## src/rtl/meas_scheduler_if.sv

```systemverilog
// Signal bundle between the measurement scheduler and its surroundings:
// host/auto request controls, the engine handshake, and status outputs.
interface meas_scheduler_if #(
    parameter int PERIOD_W = 16
);
    // requests and controls
    logic                host_req_i;
    logic [1:0]          host_mode_i;
    logic                auto_en_i;
    logic [PERIOD_W-1:0] auto_period_i;
    logic [1:0]          auto_mode_i;
    logic                abort_i;
    logic                irq_ack_i;
    // engine completion
    logic                meas_done_i;
    logic                meas_err_i;
    logic [15:0]         meas_result_i;
    // engine start and status
    logic                meas_start_o;
    logic [1:0]          meas_mode_o;
    logic                busy_o;
    logic [15:0]         result_o;
    logic                result_src_o;
    logic                result_err_o;
    logic                irq_o;
    logic                overrun_o;
    logic                timeout_o;

    // driven by the environment (host, timer controls, engine)
    modport master (
        output host_req_i, host_mode_i, auto_en_i, auto_period_i, auto_mode_i,
        output abort_i, irq_ack_i, meas_done_i, meas_err_i, meas_result_i,
        input  meas_start_o, meas_mode_o, busy_o, result_o, result_src_o,
        input  result_err_o, irq_o, overrun_o, timeout_o
    );

    // the scheduler itself
    modport slave (
        input  host_req_i, host_mode_i, auto_en_i, auto_period_i, auto_mode_i,
        input  abort_i, irq_ack_i, meas_done_i, meas_err_i, meas_result_i,
        output meas_start_o, meas_mode_o, busy_o, result_o, result_src_o,
        output result_err_o, irq_o, overrun_o, timeout_o
    );
endinterface

```

## src/rtl/meas_scheduler.sv

```systemverilog
// Measurement scheduler: arbitrates host one-shot and periodic auto requests
// for the single measurement engine, issues a start pulse per grant, guards
// the conversion with a watchdog and captures the result with a level irq.
module meas_scheduler #(
    parameter int TIMEOUT_CYCLES = 65535,
    parameter int PERIOD_W       = 16
) (
    input  logic             clk_i,
    input  logic             rst_n_i,
    meas_scheduler_if.slave  bus
);
    // Watchdog must be able to hold TIMEOUT_CYCLES itself.
    localparam int WD_W = $clog2(TIMEOUT_CYCLES + 1);
    localparam logic [WD_W-1:0] WD_LAST = WD_W'(TIMEOUT_CYCLES - 1);

    typedef enum logic [1:0] {
        ST_IDLE    = 2'd0,
        ST_START   = 2'd1,
        ST_WAIT    = 2'd2,
        ST_CAPTURE = 2'd3
    } state_t;

    state_t              state_reg, state_next;
    logic                host_pend_reg;
    logic [1:0]          host_mode_reg;
    logic                auto_pend_reg;
    logic [PERIOD_W-1:0] timer_reg;
    logic [WD_W-1:0]     wdog_reg;
    logic [1:0]          mode_reg;
    logic                src_reg;
    logic [15:0]         cap_data_reg;
    logic                cap_err_reg;
    logic [15:0]         result_reg;
    logic                result_src_reg;
    logic                result_err_reg;
    logic                irq_reg;
    logic                overrun_reg;
    logic                timeout_reg;

    logic timer_run, auto_tick, host_req_ok;
    logic grant_host, grant_auto, done_hit, wd_hit, capture_fire;

    // Event decode shared by the FSM and the datapath. abort_i masks every
    // event that would otherwise move work forward this cycle.
    assign timer_run    = bus.auto_en_i && (bus.auto_period_i != '0);
    assign auto_tick    = timer_run && (timer_reg == bus.auto_period_i - PERIOD_W'(1));
    assign host_req_ok  = bus.host_req_i && !bus.abort_i;
    assign grant_host   = (state_reg == ST_IDLE) && !bus.abort_i && host_pend_reg;
    assign grant_auto   = (state_reg == ST_IDLE) && !bus.abort_i && !host_pend_reg && auto_pend_reg;
    assign done_hit     = (state_reg == ST_WAIT) && !bus.abort_i && bus.meas_done_i;
    assign wd_hit       = (state_reg == ST_WAIT) && !bus.abort_i && !bus.meas_done_i
                          && (wdog_reg == WD_LAST);
    assign capture_fire = (state_reg == ST_CAPTURE) && !bus.abort_i;

    // State register.
    always_ff @(posedge clk_i or negedge rst_n_i) begin
        if (!rst_n_i) state_reg <= ST_IDLE;
        else          state_reg <= state_next;
    end

    // Next-state logic; abort returns to IDLE from anywhere.
    always_comb begin
        state_next = state_reg;
        if (bus.abort_i) begin
            state_next = ST_IDLE;
        end else begin
            case (state_reg)
                ST_IDLE:    if (host_pend_reg || auto_pend_reg) state_next = ST_START;
                ST_START:   state_next = ST_WAIT;
                ST_WAIT:    if (done_hit || wd_hit) state_next = ST_CAPTURE;
                ST_CAPTURE: state_next = ST_IDLE;
                default:    state_next = ST_IDLE;
            endcase
        end
    end

    // Moore outputs decoded from the state.
    always_comb begin
        bus.meas_start_o = (state_reg == ST_START);
        bus.busy_o       = (state_reg != ST_IDLE);
    end

    // Host pending flag and its mode; a request arriving while still pending
    // keeps the older mode unless that older one is being granted right now.
    always_ff @(posedge clk_i or negedge rst_n_i) begin
        if (!rst_n_i) begin
            host_pend_reg <= 1'b0;
            host_mode_reg <= 2'd0;
        end else begin
            if (bus.abort_i) host_pend_reg <= 1'b0;
            else             host_pend_reg <= (host_pend_reg && !grant_host) || host_req_ok;
            if (host_req_ok && (!host_pend_reg || grant_host))
                host_mode_reg <= bus.host_mode_i;
        end
    end

    // Auto-trigger period counter and auto pending flag.
    always_ff @(posedge clk_i or negedge rst_n_i) begin
        if (!rst_n_i) begin
            timer_reg     <= '0;
            auto_pend_reg <= 1'b0;
        end else begin
            if (!timer_run)     timer_reg <= '0;
            else if (auto_tick) timer_reg <= '0;
            else                timer_reg <= timer_reg + PERIOD_W'(1);
            if (bus.abort_i) auto_pend_reg <= 1'b0;
            else             auto_pend_reg <= (auto_pend_reg && !grant_auto) || auto_tick;
        end
    end

    // Grant bookkeeping, watchdog and the pending capture value.
    always_ff @(posedge clk_i or negedge rst_n_i) begin
        if (!rst_n_i) begin
            mode_reg     <= 2'd0;
            src_reg      <= 1'b0;
            wdog_reg     <= '0;
            cap_data_reg <= 16'h0000;
            cap_err_reg  <= 1'b0;
        end else begin
            if (grant_host) begin
                mode_reg <= host_mode_reg;
                src_reg  <= 1'b0;
            end else if (grant_auto) begin
                mode_reg <= bus.auto_mode_i;
                src_reg  <= 1'b1;
            end
            if (bus.abort_i || state_reg == ST_START) wdog_reg <= '0;
            else if (state_reg == ST_WAIT)            wdog_reg <= wdog_reg + WD_W'(1);
            if (done_hit) begin
                cap_data_reg <= bus.meas_result_i;
                cap_err_reg  <= bus.meas_err_i;
            end else if (wd_hit) begin
                cap_data_reg <= 16'hFFFF;
                cap_err_reg  <= 1'b1;
            end
        end
    end

    // Result registers, level interrupt and sticky flags; a new event in
    // the acknowledge cycle wins over the clear.
    always_ff @(posedge clk_i or negedge rst_n_i) begin
        if (!rst_n_i) begin
            result_reg     <= 16'h0000;
            result_src_reg <= 1'b0;
            result_err_reg <= 1'b0;
            irq_reg        <= 1'b0;
            overrun_reg    <= 1'b0;
            timeout_reg    <= 1'b0;
        end else begin
            if (capture_fire) begin
                result_reg     <= cap_data_reg;
                result_src_reg <= src_reg;
                result_err_reg <= cap_err_reg;
            end
            irq_reg     <= capture_fire || (irq_reg && !bus.irq_ack_i);
            overrun_reg <= (host_req_ok && host_pend_reg)
                           || (auto_tick && auto_pend_reg && !bus.abort_i)
                           || (overrun_reg && !bus.irq_ack_i);
            timeout_reg <= wd_hit || (timeout_reg && !bus.irq_ack_i);
        end
    end

    assign bus.meas_mode_o  = mode_reg;
    assign bus.result_o     = result_reg;
    assign bus.result_src_o = result_src_reg;
    assign bus.result_err_o = result_err_reg;
    assign bus.irq_o        = irq_reg;
    assign bus.overrun_o    = overrun_reg;
    assign bus.timeout_o    = timeout_reg;
endmodule

```

## src/flat_wrapper.sv

```systemverilog
// flat-port wrapper written by rule: the top's interface ports become plain ports
module meas_scheduler_flat 
#(
    parameter int TIMEOUT_CYCLES = 65535,
    parameter int PERIOD_W       = 16
)
  (clk_i, rst_n_i, bus_host_req_i, bus_host_mode_i, bus_auto_en_i, bus_auto_period_i, bus_auto_mode_i, bus_abort_i, bus_irq_ack_i, bus_meas_done_i, bus_meas_err_i, bus_meas_result_i, bus_meas_start_o, bus_meas_mode_o, bus_busy_o, bus_result_o, bus_result_src_o, bus_result_err_o, bus_irq_o, bus_overrun_o, bus_timeout_o);
  meas_scheduler_if #(.PERIOD_W(PERIOD_W)) bus_i ();
  input  logic clk_i;
  input  logic rst_n_i;
  input wire logic [$bits(bus_i.host_req_i)-1:0] bus_host_req_i;
  input wire logic [$bits(bus_i.host_mode_i)-1:0] bus_host_mode_i;
  input wire logic [$bits(bus_i.auto_en_i)-1:0] bus_auto_en_i;
  input wire logic [$bits(bus_i.auto_period_i)-1:0] bus_auto_period_i;
  input wire logic [$bits(bus_i.auto_mode_i)-1:0] bus_auto_mode_i;
  input wire logic [$bits(bus_i.abort_i)-1:0] bus_abort_i;
  input wire logic [$bits(bus_i.irq_ack_i)-1:0] bus_irq_ack_i;
  input wire logic [$bits(bus_i.meas_done_i)-1:0] bus_meas_done_i;
  input wire logic [$bits(bus_i.meas_err_i)-1:0] bus_meas_err_i;
  input wire logic [$bits(bus_i.meas_result_i)-1:0] bus_meas_result_i;
  output wire logic [$bits(bus_i.meas_start_o)-1:0] bus_meas_start_o;
  output wire logic [$bits(bus_i.meas_mode_o)-1:0] bus_meas_mode_o;
  output wire logic [$bits(bus_i.busy_o)-1:0] bus_busy_o;
  output wire logic [$bits(bus_i.result_o)-1:0] bus_result_o;
  output wire logic [$bits(bus_i.result_src_o)-1:0] bus_result_src_o;
  output wire logic [$bits(bus_i.result_err_o)-1:0] bus_result_err_o;
  output wire logic [$bits(bus_i.irq_o)-1:0] bus_irq_o;
  output wire logic [$bits(bus_i.overrun_o)-1:0] bus_overrun_o;
  output wire logic [$bits(bus_i.timeout_o)-1:0] bus_timeout_o;
  assign bus_i.host_req_i = bus_host_req_i;
  assign bus_i.host_mode_i = bus_host_mode_i;
  assign bus_i.auto_en_i = bus_auto_en_i;
  assign bus_i.auto_period_i = bus_auto_period_i;
  assign bus_i.auto_mode_i = bus_auto_mode_i;
  assign bus_i.abort_i = bus_abort_i;
  assign bus_i.irq_ack_i = bus_irq_ack_i;
  assign bus_i.meas_done_i = bus_meas_done_i;
  assign bus_i.meas_err_i = bus_meas_err_i;
  assign bus_i.meas_result_i = bus_meas_result_i;
  assign bus_meas_start_o = bus_i.meas_start_o;
  assign bus_meas_mode_o = bus_i.meas_mode_o;
  assign bus_busy_o = bus_i.busy_o;
  assign bus_result_o = bus_i.result_o;
  assign bus_result_src_o = bus_i.result_src_o;
  assign bus_result_err_o = bus_i.result_err_o;
  assign bus_irq_o = bus_i.irq_o;
  assign bus_overrun_o = bus_i.overrun_o;
  assign bus_timeout_o = bus_i.timeout_o;
  meas_scheduler #(.TIMEOUT_CYCLES(TIMEOUT_CYCLES), .PERIOD_W(PERIOD_W)) u_core (.clk_i(clk_i), .rst_n_i(rst_n_i), .bus(bus_i));
endmodule
```

## config.mk

```make
export PLATFORM = sky130hd
export DESIGN_NAME = meas_scheduler_flat
export DESIGN_NICKNAME = d
export VERILOG_FILES = /design/src/rtl/meas_scheduler_if.sv /design/src/rtl/meas_scheduler.sv /design/src/flat_wrapper.sv
export SDC_FILE = /design/constraint.sdc
export NUM_CORES = 1
export LEC_CHECK = 0
export BUFFER_PORTS_ARGS = -buffer_cell sky130_fd_sc_hd__clkbuf_2
export CELL_PAD_IN_SITES_DETAIL_PLACEMENT = 1
export CELL_PAD_IN_SITES_GLOBAL_PLACEMENT = 1
export CORE_MARGIN = 2
export CORE_UTILIZATION = 30
export DETAILED_ROUTE_END_ITERATION = 12
export GPL_ROUTABILITY_DRIVEN = 0
export PLACE_DENSITY = 0.62
export SLEW_MARGIN = 0
export SYNTH_ARGS = -nofsm -noshare
export SYNTH_HDL_FRONTEND = slang
export SYNTH_SLANG_ARGS = --single-unit
```

## constraint.sdc

```tcl
create_clock -name clk_i -period 5 [get_ports clk_i]
set_input_delay 1.5 -clock clk_i [delete_from_list [all_inputs] [get_ports clk_i]]
set_output_delay 1.5 -clock clk_i [all_outputs]
set_load 0.005 [all_outputs]
```

After elaboration in Yosys (flattened, before gate mapping) --
Index checks and enable logic that the tools add are counted.
Storage, ports and cells: logic and storage cells 88, bits of input ports 44, bits in registers 79
Cells by class: reduce and logical (&&, ||, !) cells 44, add/subtract/negate cells 3, muxes and demuxes 18, equal/unequal tests 7
Operator list (count):
- 16-bit 2-to-1 mux | 6
- 16-bit by 1-bit adder with 16-bit output (second input constant) | 2
- 1-bit logical AND | 21
- 16-bit == test | 1
- 16-bit == test (second input constant) | 1
- 16-bit nonzero test | 1
- 16-bit by 1-bit subtractor with 16-bit output (second input constant) | 1
- 1-bit logical OR | 10
- 2-bit 2-to-1 mux | 5
- 2-bit one-hot mux with 4 select lines | 1
- 2-bit nonzero test | 4
- 1-bit zero test | 6
- 1-bit 2-to-1 mux | 6
- 3-bit inequality test (second input constant) | 2
- 2-bit == test (second input constant) | 2
- 2-bit by 1-bit == test with 1-bit output (second input constant) | 1
- 2-bit zero test | 1
- 2-bit AND reduction | 1

Logic depth before layout (Yosys ltp) --
depth in word-level cells 8, mapped depth 10, mapped depth without buffers 8

Worst setup path after synthesis --
No wires, ideal clock.
path kind input -> register, start point input bus_auto_period_i[9], end point register u_core.timer_reg[10], data arrival time 3.730 ns, path slack 1.154 ns, path buffers 1, required time 4.884 ns, library setup time 0.116 ns, stages 7, cells stage by stage or3_2 -> or4_4 -> or3_1 -> a221o_1 -> nor4_4 -> buf_6 -> nor2_1
On the way: word-level cells in the longest chain between the ends 5, elaborated cells between the ends (all ways) 7, those cells by class add/sub: 1; eq/ne: 1; mux: 2; reduce/logical: 3
RTL lines:
- start, declared | line flat_wrapper.sv:14 | input wire logic [$bits(bus_i.auto_period_i)-1:0] bus_auto_period_i;
- 16-bit by 1-bit subtractor with 16-bit output or 16-bit nonzero test (tied branches) | line meas_scheduler.sv:46, meas_scheduler.sv:45
- 16-bit == test or 1-bit logical AND (tied branches) | line meas_scheduler.sv:46, meas_scheduler.sv:45
- 1-bit logical AND | line meas_scheduler.sv:46 | assign auto_tick = timer_run && (timer_reg == bus.auto_period_i - PERIOD_W'(1));
- 16-bit 2-to-1 mux | line meas_scheduler.sv:104 | else if (auto_tick) timer_reg <= '0;
- 16-bit 2-to-1 mux (*) | line meas_scheduler.sv:103 | if (!timer_run) timer_reg <= '0;
- end signal, assigned | line meas_scheduler.sv:105 | else timer_reg <= timer_reg + PERIOD_W'(1);
- end, declared | line meas_scheduler.sv:27 | logic [PERIOD_W-1:0] timer_reg;
Every way passes the cells marked *; elsewhere a longest branch is shown, timed or not. A chain may end at the register's enable or synchronous reset.

Worst setup path after layout --
start point input bus_auto_period_i[9], end point register u_core.timer_reg[13]
The elaborated chain is that of the path after synthesis.

==> impl_metrics.tcl <==
set metrics [dict create \
    clock-sinks 79 \
    io_buffers 68 \
    cts_buffer_depth 2 \
    ios 69 \
    die_area_um2 14200 \
    r2r_cells 6 \
    fillCellCount 1485 \
    synth_most_common_cell "dfrtp_1" \
    wl_per_cell_um 15.4 \
    syn2layout_area_growth_pct 21.6 \
    cp-start-kind "input pin" \
    status "finished clean" \
    min_from "u_core.cap_data_reg[12]" \
    cpPeakStageDelay_ns 0.50 \
    cts_root_buffer "clkbuf_16" \
    dieWidth_um 119 \
    dp_slack_ns 0.717 \
    yosys-top-cells-area "dfrtp_1 (50%), xnor2_1 (5.9%), mux2_2 (5.7%)" \
    p_switching_uw 579 \
    drc_errors 0 \
    finalPower_mw 2.05 \
    dpl-instance-area_um2 4510 \
    timing.critical_path.to "u_core.timer_reg[13]" \
    crit_chain "clkbuf_2 > or3_2 > or4_4 > or3_1 > a221o_1 > nor4_4 > buf_4 > nor2_1" \
    hold_violations 0 \
    yosysWarningCount 0 \
    timing.rr.end "u_core.cap_data_reg[3]" \
    path_delay_family "simple AND/OR/NAND/NOR gates" \
    start_util_pct 30.4 \
    final_area_um2 4840 \
    cap_violations 0 \
    startpoint "bus_auto_period_i[9]" \
    firstDrtPassIters 4 \
    rsz0062_at_grt "false" \
    critical_path_depth 8 \
    avgSynthCellArea_um2 10.6 \
    fin_crit_ns 3.93 \
    max_freq_mhz 254 \
    pwr-share-comb_pct 21.1 \
    synth_nets 430 \
    clk_transition_reported_paths_ns 0.07 \
    slowest_stage "or3_2" \
    syn_inst 377 \
    r2r-start "u_core.state_reg[0]" \
    intPower_mw 1.47 \
    placedCellCount 612 \
    grt_remaining_overflow 0 \
    slew_headroom_pct 32.1 \
    grt_pass1_vias 3267 \
    grt_pass1_wl_mm 16.0 \
    antenna_found_initial 0 \
    fin_cells 628 \
    antenna_left 0 \
    syn_area_um2 3980 \
    cellLeakagePower_nw 2.18 \
    cts-htree-levels 3 \
    async_flop_share_pct 100 \
    diodes 0 \
    drt-initial-drc-count 116 \
    synth_top_area_share_pct 49.6 \
    hold_slack_ns 0.489 \
    dp_hpwl_mm 6.94 \
    synth_common_cells "dfrtp_1 (79), nor2_1 (43), nand2_1 (28)" \
    worstMarginPinSlew_ns 1.02 \
    power.share.switching_pct 28.2 \
    numCtsBuffers 9 \
    fin_nets 500 \
    ys_ff_latch 79 \
    layout_setup_ws_ns 1.07 \
    fin_util_pct 37.0 \
    p_clk_share_pct 35.5 \
    cp_data_required_time_ns 5.22 \
    period_share_pct 78.6 \
    num_rows 42 \
    postCtsHoldBufs 0 \
    post_cts_resized 0 \
    track_usage_pct 14.2 \
    insertion_delay_ns 0.33 \
    max-vdd-ir-drop_mv 0.238 \
    p_seq_share_pct 43.5 \
    fin_setup_tns_ns 0 \
    yosysUniqueCellTypes 49 \
    synth-edff-count 0 \
    finClkSkew_ns 0.00713 \
    die_h_um 119 \
    drive_gt1_share_pct 25.0 \
    core_area_um2 13100 \
    crit_arrival_ns 4.15 \
    path_class "input pin to flip-flop" \
    cts_tree "yes" \
    r2r_slack_ns 2.22 \
    hold_path.class "flip-flop to flip-flop" \
    synth_top_area_cell "dfrtp_1" \
    wirelength_mm 9.70 \
    dr_total_vias 3108 \
    crit_fanout 11 \
    final-max-slew-violation-count 0 \
    yosysSeqAreaShare_pct 49.6 \
    postCtsSetupRepairBufs 0 \
    grt_max_degree 80 \
    setup_viol 0 \
    holdPathStages 1 \
    synth-main-ff-cell "dfrtp_1" \
    end_kind "flip-flop" \
    power.density_nw_per_um2 423 \
    critPathBufInv 2 \
    via_per_inst 4.95 \
]
## per-layer routing
layer	track usage (%)	wire [um]	vias to the layer above
met3	3.40	429	9
met5	0	0	-
met4	4.54	108	0
met2	23.6	4660	56
met1	18.2	4500	1559
li1	-	-	1484
## power by group through the flow
| stage | logic, mW | clock network (mW) | registers (mW) |
|---|---|---|---|
| final | 0.432 | 0.727 | 0.891 |
| after global routing | 0.484 | 0.781 | 0.915 |
| after CTS | 0.446 | 0.746 | 0.894 |
| after detailed placement | 0.444 | 0 | 0.903 |
| after global placement | 0.429 | 0 | 0.895 |
| after floorplan | 0.262 | 0 | 0.886 |
## kinds of logic after synthesis
group	share of synthesized area (%)
AOI/OAI and AO/OA	10.0
adders and majority gates	2.83
muxes	5.90
and+or+nand+nor	18.6
buffers and inverters	2.54
xor gates and xnor gates	10.5
DFF	49.6
## worst register-to-register path, stage by stage (launching register included)
cell     delay, ns
dfrtp_1       0.42
inv_1         0.10
ha_1          0.38
nor2b_1       0.28
nand2_1       0.50
nand2_1       0.77
o22a_1        0.27
## how the worst min path moves through the flow
stage,endpoint,slack (ns)
finish,u_core.cap_data_reg[12],0.49
global route,u_core.cap_data_reg[12],0.50
CTS,u_core.cap_data_reg[11],0.49
detailed placement,u_core.cap_data_reg[11],0.48
global placement,u_core.cap_data_reg[0],0.47
floorplan,u_core.cap_data_reg[0],0.46
## final cells by class
type                       count  area [um^2]  share of cell area [%]
tap                          176          220                    4.55
inverter                      15         56.3                    1.16
clock buffer                   9          225                    4.65
multi-input combinational    273         1910                    39.3
clock inverter                 7          109                    2.25
timing repair buffer          69          350                    7.23
sequential                    79         1980                    40.8
## placed cells by master (no fill, tap or decap), types with 2 or more instances in the layout
cell type and n:
dfrtp_1 79, clkbuf_2 67, nor2_1 43, nand2_1 28, xnor2_1 27, mux2_2 20, xor2_1 18, o22a_1 18
nand3_1 17, inv_1 15, nor3_1 14, a21oi_1 9, and3_1 9, nand4_1 9, ha_1 9, clkbuf_16 9
o21ai_0 6, or4_1 3, or3_1 3, nor3b_1 3, nor2b_1 3, o22ai_1 3, a211oi_1 2, a32oi_1 2
nor4_4 2, nor4_1 2, bufinv_16 2, inv_8 2, inv_6 2, buf_4 2
Power figures use the tool's default switching activity.
